**src/rtl/servo_pwm_driver.sv**
```systemverilog
// servo_pwm_driver: per-axis 50 Hz servo PWM generator with a bounded
// position register that steps once per frame from a 4-bit angle command.
//
// Ports:
//   i_Clk        system clock
//   i_Rst        synchronous active-high reset
//   i_Cmd        command code (1 step down, 2 step up, 3 recenter, else hold)
//   o_Pwm        registered PWM output, high for o_Position cycles per frame
//   o_Position   current pulse width in clocks
//   o_Frame_Tick one-cycle pulse on the first cycle of each frame
//   o_At_Min     position at MIN_PULSE (only with SERVO_LIMIT_FLAG_EN)
//   o_At_Max     position at MAX_PULSE (only with SERVO_LIMIT_FLAG_EN)
//
// Build option: define SERVO_LIMIT_FLAG_EN to build the limit flags;
// otherwise o_At_Min/o_At_Max are tied low.

module servo_pwm_driver #(
    parameter int FRAME_CYCLES = 500000,
    parameter int MIN_PULSE    = 25000,
    parameter int MAX_PULSE    = 50000,
    parameter int CENTER_PULSE = 37500,
    parameter int STEP         = 250,
    parameter int POS_W        = 20
) (
    input  logic             i_Clk,
    input  logic             i_Rst,
    input  logic [3:0]       i_Cmd,
    output logic             o_Pwm,
    output logic [POS_W-1:0] o_Position,
    output logic             o_Frame_Tick,
    output logic             o_At_Min,
    output logic             o_At_Max
);

    localparam logic [POS_W-1:0] LAST_CNT = POS_W'(FRAME_CYCLES - 1);
    localparam logic [POS_W-1:0] MIN_P    = POS_W'(MIN_PULSE);
    localparam logic [POS_W-1:0] MAX_P    = POS_W'(MAX_PULSE);
    localparam logic [POS_W-1:0] CTR_P    = POS_W'(CENTER_PULSE);
    localparam logic [POS_W-1:0] STEP_P   = POS_W'(STEP);

    // Extended-width bounds so neither direction can wrap.
    localparam logic [POS_W:0] MAX_W   = {1'b0, MAX_P};
    localparam logic [POS_W:0] FLOOR_W = (POS_W+1)'(MIN_PULSE + STEP);

    localparam logic [3:0] CMD_DEC = 4'd1;
    localparam logic [3:0] CMD_INC = 4'd2;
    localparam logic [3:0] CMD_CTR = 4'd3;

    if (!(MIN_PULSE <= CENTER_PULSE &&
          CENTER_PULSE <= MAX_PULSE &&
          MAX_PULSE < FRAME_CYCLES &&
          STEP > 0 &&
          (FRAME_CYCLES - 1) < (1 << POS_W)))
    begin : g_param_check
        $error("servo_pwm_driver: illegal parameter set");
    end

    logic [POS_W-1:0] frame_cnt;
    logic [POS_W-1:0] pos;
    logic [POS_W-1:0] pos_next;
    logic [POS_W:0]   sum_up;
    logic             at_end;
    logic             is_dec;
    logic             is_inc;
    logic             is_ctr;

    always_comb begin
        at_end = (frame_cnt == LAST_CNT);
        is_dec = (i_Cmd == CMD_DEC);
        is_inc = (i_Cmd == CMD_INC);
        is_ctr = (i_Cmd == CMD_CTR);
        sum_up = {1'b0, pos} + {1'b0, STEP_P};
        pos_next = pos;
        unique case (1'b1)
            is_dec: begin
                // Compare first so pos-STEP is only formed when it stays >= MIN.
                if ({1'b0, pos} < FLOOR_W) begin
                    pos_next = MIN_P;
                end else begin
                    pos_next = pos - STEP_P;
                end
            end
            is_inc: begin
                if (sum_up > MAX_W) begin
                    pos_next = MAX_P;
                end else begin
                    pos_next = sum_up[POS_W-1:0];
                end
            end
            is_ctr: pos_next = CTR_P;
            default: pos_next = pos;
        endcase
    end

    // The position only moves on the last count of a frame, so the pulse
    // of the new frame is always built from a stable width.
    always_ff @(posedge i_Clk) begin
        if (i_Rst) begin
            frame_cnt    <= '0;
            pos          <= CTR_P;
            o_Pwm        <= 1'b0;
            o_Frame_Tick <= 1'b0;
        end else begin
            frame_cnt    <= at_end ? '0 : frame_cnt + 1'b1;
            o_Pwm        <= (frame_cnt < pos);
            o_Frame_Tick <= at_end;
            if (at_end) begin
                pos <= pos_next;
            end
        end
    end

    assign o_Position = pos;

`ifdef SERVO_LIMIT_FLAG_EN
    logic at_min;
    logic at_max;

    always_ff @(posedge i_Clk) begin
        if (i_Rst) begin
            at_min <= 1'b0;
            at_max <= 1'b0;
        end else if (at_end) begin
            at_min <= (pos_next == MIN_P);
            at_max <= (pos_next == MAX_P);
        end
    end

    assign o_At_Min = at_min;
    assign o_At_Max = at_max;
`else
    assign o_At_Min = 1'b0;
    assign o_At_Max = 1'b0;
`endif

endmodule

```
**config.mk**
```make
export PLATFORM = sky130hd
export DESIGN_NAME = servo_pwm_driver
export DESIGN_NICKNAME = d
export VERILOG_FILES = /design/src/rtl/servo_pwm_driver.sv
export SDC_FILE = /design/constraint.sdc
export NUM_CORES = 1
export LEC_CHECK = 0
export BUFFER_PORTS_ARGS = -buffer_cell sky130_fd_sc_hd__buf_2
export CAP_MARGIN = 20
export CORE_AREA = 2 2 81 83
export CTS_BUF_LIST = sky130_fd_sc_hd__clkbuf_4 sky130_fd_sc_hd__clkbuf_8 sky130_fd_sc_hd__clkbuf_16
export CTS_CLUSTER_DIAMETER = 40
export CTS_CLUSTER_SIZE = 30
export DETAILED_ROUTE_END_ITERATION = 16
export DIE_AREA = 0 0 83 85
export PLACE_DENSITY = 0.82
export SLEW_MARGIN = 20
export SYNTH_ARGS = -nofsm -noshare
export SYNTH_HDL_FRONTEND = slang
export SYNTH_SLANG_ARGS = --single-unit
```
**constraint.sdc**
```tcl
create_clock -name i_Clk -period 6.5 [get_ports i_Clk]
set_clock_uncertainty 0.2 [all_clocks]
set_input_delay 0.975 -clock i_Clk [delete_from_list [all_inputs] [get_ports i_Clk]]
set_output_delay 0.975 -clock i_Clk [all_outputs]
set_load 0.05 [all_outputs]
```
==> impl_metrics.json <==
{
  "initial_core_util": 0.5368,
  "cts_sinks": 41,
  "cts.clk_slew.worst_paths_ns": 0.09,
  "p_leak_uw": 0.001349,
  "ff2ff_setup_slack_ns": 3.07,
  "cts_root_buf": "clkbuf_8",
  "grt_max_degree": 25,
  "numCtsBuffers": 5,
  "fill_cells": 587,
  "placementRows": 29,
  "grt_pass1_vias": 3208,
  "seqPwrFrac": 0.513,
  "synth_most_common_cell": "nor2_1",
  "yosysWarnings": 0,
  "cts_max_level": 2,
  "cts_buffer_depth": 2,
  "hp-class": "flop to flop",
  "min_period_ns": 3.432,
  "power_switching_uw": 122.2,
  "syn_inst": 451,
  "final-seq-area_um2": 820.8,
  "p_per_area_mw_per_mm2": 140.2,
  "synth-seq-cells": 41,
  "antenna_cells": 0,
  "drc_errors": 0,
  "critPathLaunchType": "flop",
  "synthTopCellsByCount": "nor2_1, dfxtp_1, nand2_1",
  "critPathArrivalTime_ns": 3.39,
  "ys_types": 64,
  "io_pins": 30,
  "synth_seq_area_share": 0.2464,
  "syn_area_per_cell_um2": 7.385,
  "maxCapViolCount": 0,
  "tightest_slew_ns": 0.8768,
  "cts_setup_buffers": 0,
  "post-route-period-util": 0.5280,
  "drtPass1Iterations": 5,
  "yosysTopAreaCellShare": 0.2464,
  "min_delay_worst_endpoint": "frame_cnt[0]",
  "power.share.clock": 0.435,
  "status": "completed",
  "intPower_uw": 374.6,
  "wl_per_cell_um": 17.35,
  "max_freq_mhz": 291.4,
  "netlist_area_mm2": 0.003331,
  "regToRegStartpoint": "o_Position[2]",
  "crit_required_ns": 6.46,
  "ctsHoldBuffers": 0,
  "crit_fanout": 10,
  "power_frac_comb": 0.052,
  "synthFlopType": "dfxtp_1",
  "core_mm2": 0.006205,
  "gp_routability_congestion": 0.9549,
  "r2r.worst_path.cells": 9,
  "cts_resized": 0,
  "drt-total-wl_um": 9300,
  "tritoncts": "built",
  "whs_path_depth": 1,
  "synth_area_leader_cell": "dfxtp_1",
  "setup_viol_count_final": 0,
  "grt_antenna_before_repair": 0,
  "place_hpwl_um": 6990,
  "drv_slew": 0,
  "area_growth_pct": 6.349,
  "avgViaCountPerCell": 6.513,
  "relSlewSlack": 0.4093,
  "hold_start": "frame_cnt[0]",
  "p_sw_frac": 0.2460,
  "hold_viol_final": 0,
  "endpoint_kind": "flop",
  "hold-worst-slack_ns": 0.2708,
  "dieHeight_um": 85,
  "track_usage": 0.2634,
  "grt-ovfl-total": 0,
  "final_nets": 486,
  "drive_above_1_share": 0.1046,
  "rsz0062_at_grt": "false",
  "io_buffer_count": 26,
  "peakVddDrop_v": 0.0001411,
  "setup_tns_ns": 0,
  "async_flop_share": 0,
  "multi_input_area_mm2": 0.002282,
  "path_class": "flop to flop",
  "final_antenna_net_count": 0,
  "worstReg2RegEnd": "o_Position[15]",
  "synth.area.top_cells": "dfxtp_1, ha_1, nor2_1",
  "drtIter0Drc": 532,
  "grt_pass1_wl_um": 15360,
  "fp.dieW_um": 83,
  "vias": 3491,
  "synth-edff-count": 0,
  "clock_latency_ns": 0.30,
  "fp.dieArea_mm2": 0.007055
}
==> layout by cell type, fill, tap and decap left out, types with 3 or more instances in the layout <==
master	count
a211oi_1	5
a21o_1	7
a21oi_1	30
a311oi_1	4
a31oi_1	6
and2_1	4
buf_2	26
clkbuf_8	5
conb_1	3
dfxtp_1	41
ha_1	22
inv_1	24
nand2_1	34
nand3_1	16
nand4_1	13
nor2_1	60
nor2b_1	5
nor3_1	20
nor4_1	7
o211ai_1	4
o21a_1	3
o21ai_0	25
o21ai_1	3
o221ai_1	4
o22ai_1	3
o31ai_1	5
or3_1	8
xnor2_1	14
xor2_1	9
==> through the flow <==
stage	cells	util	worst slack, ns	area [um2]	total power [uW]
after detailed placement	528	0.5523	3.120	3427	286.0
after global placement	528	0.5523	3.231	3427	285.5
final	536	0.5709	3.068	3542	496.8
after CTS	536	0.5709	3.073	3542	496.6
after floorplan	453	-	3.289	3338	279.9
after global routing	536	0.5709	2.873	3542	512.4
==> state kept, by name, summed over array words and instances (netlist names) <==
signal        cells
frame_cnt        20
o_Pwm             1
o_Frame_Tick      1
o_Position       19
==> power by group through the flow <==
stage                     Sequential, uW  Clock [uW]  Combinational, uW
after floorplan                      262           0               18.4
after global placement               261           0               24.8
after detailed placement             261           0               25.2
after CTS                            255         216               25.2
after global routing                 255         229               27.7
final                                255         216               25.8
==> cell type report <==
| class | instances | area share |
|---|---|---|
| Timing Repair Buffer | 27 | 0.03886 |
| Multi-Input combinational cell | 359 | 0.6443 |
| Clock inverter | 3 | 0.01307 |
| Sequential cell | 41 | 0.2317 |
| Inverter | 24 | 0.02543 |
| Tap cell | 77 | 0.02720 |
| Clock buffer | 5 | 0.01943 |
==> per-layer routing <==
layer / vias up / part of all wire / global-route usage
li1: 1650 / - / -
met1: 1608 / 0.42 / 0.3413
met2: 206 / 0.47 / 0.4501
met3: 27 / 0.084 / 0.03891
met4: 0 / 0.025 / 0.08942
met5: - / 0 / 0
==> worst max-delay path by stage <==
stage / startpoint / endpoint / slack (ns) / cells past startpoint
after floorplan: o_Position[2] / o_Position[15] / 3.29 / 9
after global placement: o_Position[1] / o_Position[13] / 3.23 / 9
after detailed placement: o_Position[2] / o_Position[13] / 3.12 / 9
after CTS: o_Position[2] / o_Position[13] / 3.07 / 9
after global routing: o_Position[2] / o_Position[9] / 2.87 / 9
final: o_Position[2] / o_Position[15] / 3.07 / 9
==> critical path: stages, from the launching register on <==
cell and delay, ns:
dfxtp_1 0.57, ha_1 0.40, nor3_4 0.12, a211o_1 0.40, nor4_1 0.32, o21ai_0 0.20, or4_4 0.60, and2_4 0.21
nor3_2 0.15, o221ai_1 0.13
==> cell families after synthesis <==
kind of cell               after synthesis  share of synthesized area
and+or+nand+nor                        184                     0.2765
AOI/OAI and AO/OA                      126                     0.2592
buffers and inverters                   53                    0.07062
DFF                                     41                     0.2464
xor gates and xnor gates                23                    0.06048
adders and majority gates               22                    0.08264
other                                    1                   0.001126
muxes                                    1                   0.003005
Note: power is estimated with default switching activity, not from simulation.
